<file path="config.mk">
export PLATFORM = sky130hd
export DESIGN_NAME = regs_dbg_master
export DESIGN_NICKNAME = d
export VERILOG_FILES = /design/src/rtl/regs_dbg_master.sv
export SDC_FILE = /design/constraint.sdc
export NUM_CORES = 1
export LEC_CHECK = 0
export CAP_MARGIN = 20
export CORE_UTILIZATION = 35
export CTS_CLUSTER_DIAMETER = 40
export DETAILED_ROUTE_END_ITERATION = 10
export PLACE_DENSITY_LB_ADDON = 0.2
export SKIP_LAST_GASP = 1
export SLEW_MARGIN = 20
export SYNTH_ARGS = -nofsm -noshare
export SYNTH_HDL_FRONTEND = slang
export SYNTH_SLANG_ARGS = --single-unit
</file>
<file path="constraint.sdc">
create_clock -name clk -period 1.9 [get_ports clk]
set_input_delay 0.38 -clock clk [delete_from_list [all_inputs] [get_ports clk]]
set_output_delay 0.38 -clock clk [all_outputs]
set_load 0.02 [all_outputs]
</file>
<file path="src/rtl/regs_dbg_master.sv">
// Debug initiator for the CPU register file: byte commands in, read bytes out, halts the core while busy.
// Optional REGS_DBG_WRITE_ECHO_EN: a WRITE is followed by a read-back of the same register as one response.
module regs_dbg_master #(
  parameter int ADDR_W   = 5,
  parameter int DATA_W   = 8,
  parameter int NUM_REGS = 32
) (
  input  logic              clk,
  input  logic              rst_n,
  input  logic              cmd_valid,
  input  logic [DATA_W-1:0] cmd_data,
  output logic              cmd_ready,
  output logic              rsp_valid,
  output logic [DATA_W-1:0] rsp_data,
  input  logic              rsp_ready,
  output logic              reg_write,
  output logic [ADDR_W-1:0] reg_wd,
  output logic [DATA_W-1:0] reg_wdata,
  output logic [ADDR_W-1:0] reg_ra,
  input  logic [DATA_W-1:0] reg_rdata,
  output logic              cpu_halt,
  output logic              err
);

  typedef enum logic [2:0] {IDLE, GET_DATA, WR, RD, RSP, DMP_RD, DMP_RSP} state_t;

  localparam logic [ADDR_W-1:0] LAST_IDX = ADDR_W'(NUM_REGS - 1);

  state_t            state_q, state_d;
  logic [ADDR_W-1:0] addr_q, addr_d;
  logic [ADDR_W-1:0] idx_q, idx_d;
  logic              err_q, err_d;
  logic [ADDR_W-1:0] reg_wd_q, reg_wd_d;
  logic [DATA_W-1:0] reg_wdata_q, reg_wdata_d;
  logic [DATA_W-1:0] rsp_data_q, rsp_data_d;
  logic              cmd_ready_q, cmd_ready_d;
  logic              rsp_valid_q, rsp_valid_d;
  logic              reg_write_q, reg_write_d;
  logic [ADDR_W-1:0] reg_ra_q, reg_ra_d;
  logic              cpu_halt_q, cpu_halt_d;

  always_comb begin
    state_d     = state_q;
    addr_d      = addr_q;
    idx_d       = idx_q;
    err_d       = err_q;
    reg_wd_d    = reg_wd_q;
    reg_wdata_d = reg_wdata_q;
    rsp_data_d  = rsp_data_q;
    case (state_q)
      IDLE: begin
        if (cmd_valid && cmd_ready_q) begin
          if (cmd_data[5]) begin
            err_d = 1'b1;
          end else begin
            case (cmd_data[7:6])
              2'b01: begin
                addr_d  = cmd_data[ADDR_W-1:0];
                state_d = GET_DATA;
              end
              2'b10: begin
                addr_d  = cmd_data[ADDR_W-1:0];
                state_d = RD;
              end
              2'b11: begin
                idx_d   = '0;
                state_d = DMP_RD;
              end
              default: state_d = IDLE;
            endcase
          end
        end
      end
      GET_DATA: begin
        if (cmd_valid && cmd_ready_q) begin
          reg_wd_d    = addr_q;
          reg_wdata_d = cmd_data;
          state_d     = WR;
        end
      end
      WR: begin
`ifdef REGS_DBG_WRITE_ECHO_EN
        state_d = RD;
`else
        state_d = IDLE;
`endif
      end
      RD: begin
        rsp_data_d = reg_rdata;
        state_d    = RSP;
      end
      RSP: begin
        if (rsp_ready) state_d = IDLE;
      end
      DMP_RD: begin
        rsp_data_d = reg_rdata;
        state_d    = DMP_RSP;
      end
      DMP_RSP: begin
        if (rsp_ready) begin
          if (idx_q == LAST_IDX) begin
            state_d = IDLE;
          end else begin
            idx_d   = idx_q + ADDR_W'(1);
            state_d = DMP_RD;
          end
        end
      end
      default: state_d = IDLE;
    endcase

    // Outputs are decoded from the next state so they are registered yet line up with it.
    cmd_ready_d = (state_d == IDLE) || (state_d == GET_DATA);
    rsp_valid_d = (state_d == RSP) || (state_d == DMP_RSP);
    reg_write_d = (state_d == WR);
    cpu_halt_d  = (state_d != IDLE);
    reg_ra_d    = (state_d == RD) ? addr_d : ((state_d == DMP_RD) ? idx_d : '0);
  end

  always_ff @(posedge clk or negedge rst_n) begin
    if (!rst_n) begin
      state_q     <= IDLE;
      addr_q      <= '0;
      idx_q       <= '0;
      err_q       <= 1'b0;
      reg_wd_q    <= '0;
      reg_wdata_q <= '0;
      rsp_data_q  <= '0;
      cmd_ready_q <= 1'b0;
      rsp_valid_q <= 1'b0;
      reg_write_q <= 1'b0;
      reg_ra_q    <= '0;
      cpu_halt_q  <= 1'b0;
    end else begin
      state_q     <= state_d;
      addr_q      <= addr_d;
      idx_q       <= idx_d;
      err_q       <= err_d;
      reg_wd_q    <= reg_wd_d;
      reg_wdata_q <= reg_wdata_d;
      rsp_data_q  <= rsp_data_d;
      cmd_ready_q <= cmd_ready_d;
      rsp_valid_q <= rsp_valid_d;
      reg_write_q <= reg_write_d;
      reg_ra_q    <= reg_ra_d;
      cpu_halt_q  <= cpu_halt_d;
    end
  end

  assign cmd_ready = cmd_ready_q;
  assign rsp_valid = rsp_valid_q;
  assign rsp_data  = rsp_data_q;
  assign reg_write = reg_write_q;
  assign reg_wd    = reg_wd_q;
  assign reg_wdata = reg_wdata_q;
  assign reg_ra    = reg_ra_q;
  assign cpu_halt  = cpu_halt_q;
  assign err       = err_q;

endmodule

</file>
==> summary.txt <==
Logic synthesis
  – Post-synthesis register bit count: 44
  – Sequential area share after synthesis: 57.2%
  – Async SR Flop Fraction: 100%
  – Yosys top cell area share: 57.2%
  – Top cells by area, synth: dfrtp_1 (57%), mux2_2 (13%), ha_1 (3.2%), nand3_1 (3.1%), a21boi_1 (1.9%)
  – Cell Area, Synth: 1930 sq um
  – Post-synth EDFFs: 0
  – Synth area leader: dfrtp_1
  – Yosys warns: 0
  – Ys flop type: dfrtp_1
  – Syn Area/Cell: 12.6 sq um
  – Synthesized Nets: 178
  – Mapped Cells: 153
  – Yosys cell types: 40

Power and ir drop
  – Comb power frac: 46.4%
  – Tot Pwr: 3960 uW
  – Reg power frac: 38.0%
  – PwrDens: 1440 nW/um^2
  – Switching share of power: 35.3%
  – VDD IR max: 0.689 mV
  – Internal: 2560 uW
  – Clock share of power: 15.5%
  – Switching Power: 1400 uW
  – Leak: 0.00120 uW

Clocking
  – H-tree Lvls: 2
  – Clock transition at the registers of the reported paths: 0.08 ns
  – Num CTS Buffers: 5
  – Root buf cell: clkbuf_8
  – Hold_buf cts: 0
  – CTS sink cnt: 44
  – CTS tree: done
  – Clk_lat worst skew: 0.30 ns
  – Max Buffers Root-to-Sink: 2

Floorplan
  – Die ar.: 5800 sq um
  – Die H: 76.2 um
  – Core region area: 5200 sq um
  – # rows: 26
  – Die width: 76.2 um
  – Initial core utilization: 37.0%
  – I/O Pins: 51

STA
  – Clock skew: 0.00596 ns
  – Final hold violations: 0
  – RSZ-0062 raised after global routing: yes
  – Finish-stage setup viols: 0
  – Fin crit share: 97.1%
  – Peak Freq: 0.542 GHz
  – Slew HR: 57.7%
  – Setup TNS: 0 ns
  – Setup slack after layout: 0.0552 ns
  – Worst-Margin Slew: 0.634 ns
  – Final min period: 1.84 ns
  – Final slew viol count: 0

Place
  – Placed cell areas: 2620 sq um
  – Detailed placer's ending HPWL: 3370 um
  – Routability cong.: 0.878
  – Port bufs: 50
  – Setup WS pre-CTS: -0.241 ns

Job
  – Max-Cap Viols: 0

Detailed routing
  – DRC: 0
  – WL final: 4450 um
  – Routed vias: 1474
  – Routed Antenna Nets: 0
  – Drt initial violations: 45
  – DRT Pass-1 Iters: 4
  – Vias per inst: 4.96
  – Routed length per placed instance: 15.0 um

Cells and area
  – Most frequent cells in the layout: clkdlybuf4s50_1 (48), dfrtp_1 (44), mux2_2 (23)
  – Final core occ: 53.0%
  – N_diodes: 0
  – FILL cells: 461
  – Commonest non-fill, non-tap cell in the layout: clkdlybuf4s50_1
  – Area growth from synthesis to layout: 43.1%
  – Post-route cell area: 2760 sq um
  – Layout cells sized above 1: 27.3%
  – Layout net count: 251

GRT
  – Number of global-route vias before repair: 1542
  – Grt ovf: 0
  – Tot GR Track Use: 16.3%
  – Initial antenna violation count: 0
  – Largest net degree at the start of global routing: 31
  – First-pass GRT wire length: 7420 um

Status
  – Run status: finished, final reports clean

Setup path
  – CP Max Fanout: 5
  – Crit Reg-Reg Startpoint: idx_q[0]
  – Startpoint type of the worst setup path: input pin
  – WS Path Type: in -> reg
  – CP required: 2.07 ns
  – CP arrival: 2.02 ns
  – Worst reg2reg setup slack: 0.13 ns
  – Worst R2R End: cpu_halt
  – CP endpoint kind: register
  – R2R cell count: 5

Min path
  – Hold Crit Class: in -> async
final cells by class:
class	instances	area (sq um)	area share, %
Clock buffer	6	82.6	3.00
Clock inverter	2	15.0	0.545
Timing Repair Buffer	69	657	23.8
Sequential cell	44	1100	39.9
Multi-Input combinational cell	98	781	28.3
Tap cell	70	87.6	3.18
Inverter	8	32.5	1.18
registers in the layout, indices dropped and copies added, names as in the netlist, 3 cells and up:
| register | count |
|---|---|
| idx_q | 5 |
| state_q | 3 |
| reg_wdata | 8 |
| reg_ra | 5 |
| addr_q | 5 |
| rsp_data | 8 |
| reg_wd | 5 |
through the flow:
step | hold slack (ns) | instances
CTS | 0.123 | 294
detailed placement | 0.446 | 286
global placement | 0.431 | 286
finish | 0.0941 | 297
global route | 0.146 | 297
floorplan | 0.0844 | 153
power groups by stage:
stage | Sequential, uW | Clock, uW | Combinational [uW]
6_report | 1510 | 614 | 1840
5_1_grt | 1560 | 672 | 1980
4_1_cts | 1510 | 637 | 1810
3_5_place_dp | 1530 | 0 | 1800
3_3_place_gp | 1510 | 0 | 1770
2_1_floorplan | 1790 | 0 | 677
cell usage after synthesis, drive strengths merged (2+ instances only):
library cell	count
a21boi	6
a31o	2
buf	4
dfrtp	44
ha	5
inv	7
mux2	23
nand2	9
nand3	12
nand3b	2
nand4	4
nor2	6
nor3	2
o211ai	2
o21ai	4
critical path, cell delays in order:
cell	delay [ns]
clkdlybuf4s50_1	0.44
buf_4	0.15
ha_1	0.19
and4_4	0.18
nor3_4	0.28
inv_4	0.07
or3_1	0.32
how the worst max path moves through the flow:
stage / cells past startpoint / from / slack (ns) / to
4_1_cts: 5 / idx_q[0] / 0.08 / cpu_halt
2_1_floorplan: 6 / idx_q[0] / 0.16 / cpu_halt
6_report: 7 / cmd_data[6] / 0.06 / cpu_halt
5_1_grt: 5 / idx_q[0] / -0.03 / cpu_halt
3_3_place_gp: 7 / cmd_data[6] / -0.21 / cpu_halt
3_5_place_dp: 7 / cmd_data[7] / -0.24 / reg_ra[1]
cells by family (layout without fill, tap and decap cells):
family	Yosys count	count (layout)	share of synthesized area (%)
compound gates	24	25	9.36
xor+xnor	1	1	0.455
fa+ha+maj	5	5	3.25
buf+inv	12	85	3.05
flops	44	44	57.2
mux	24	24	14.0
simple gates	43	43	12.7
layer usage:
metal	GRT usage, %	vias to the layer above	wire, um
met5	0	-	0
met4	5.38	0	59
met3	4.31	7	211
met2	28.9	44	2240
met1	19.2	725	1940
li1	-	698	-
timing repair:
item                                    in CTS  in global routing
hold endpoints to repair                     0                  0
buffers inserted                             0                  2
endpoints found under the setup margin       0                  6
resized for setup                            0                  5
No activity file was read; power rests on OpenSTA's default activity.
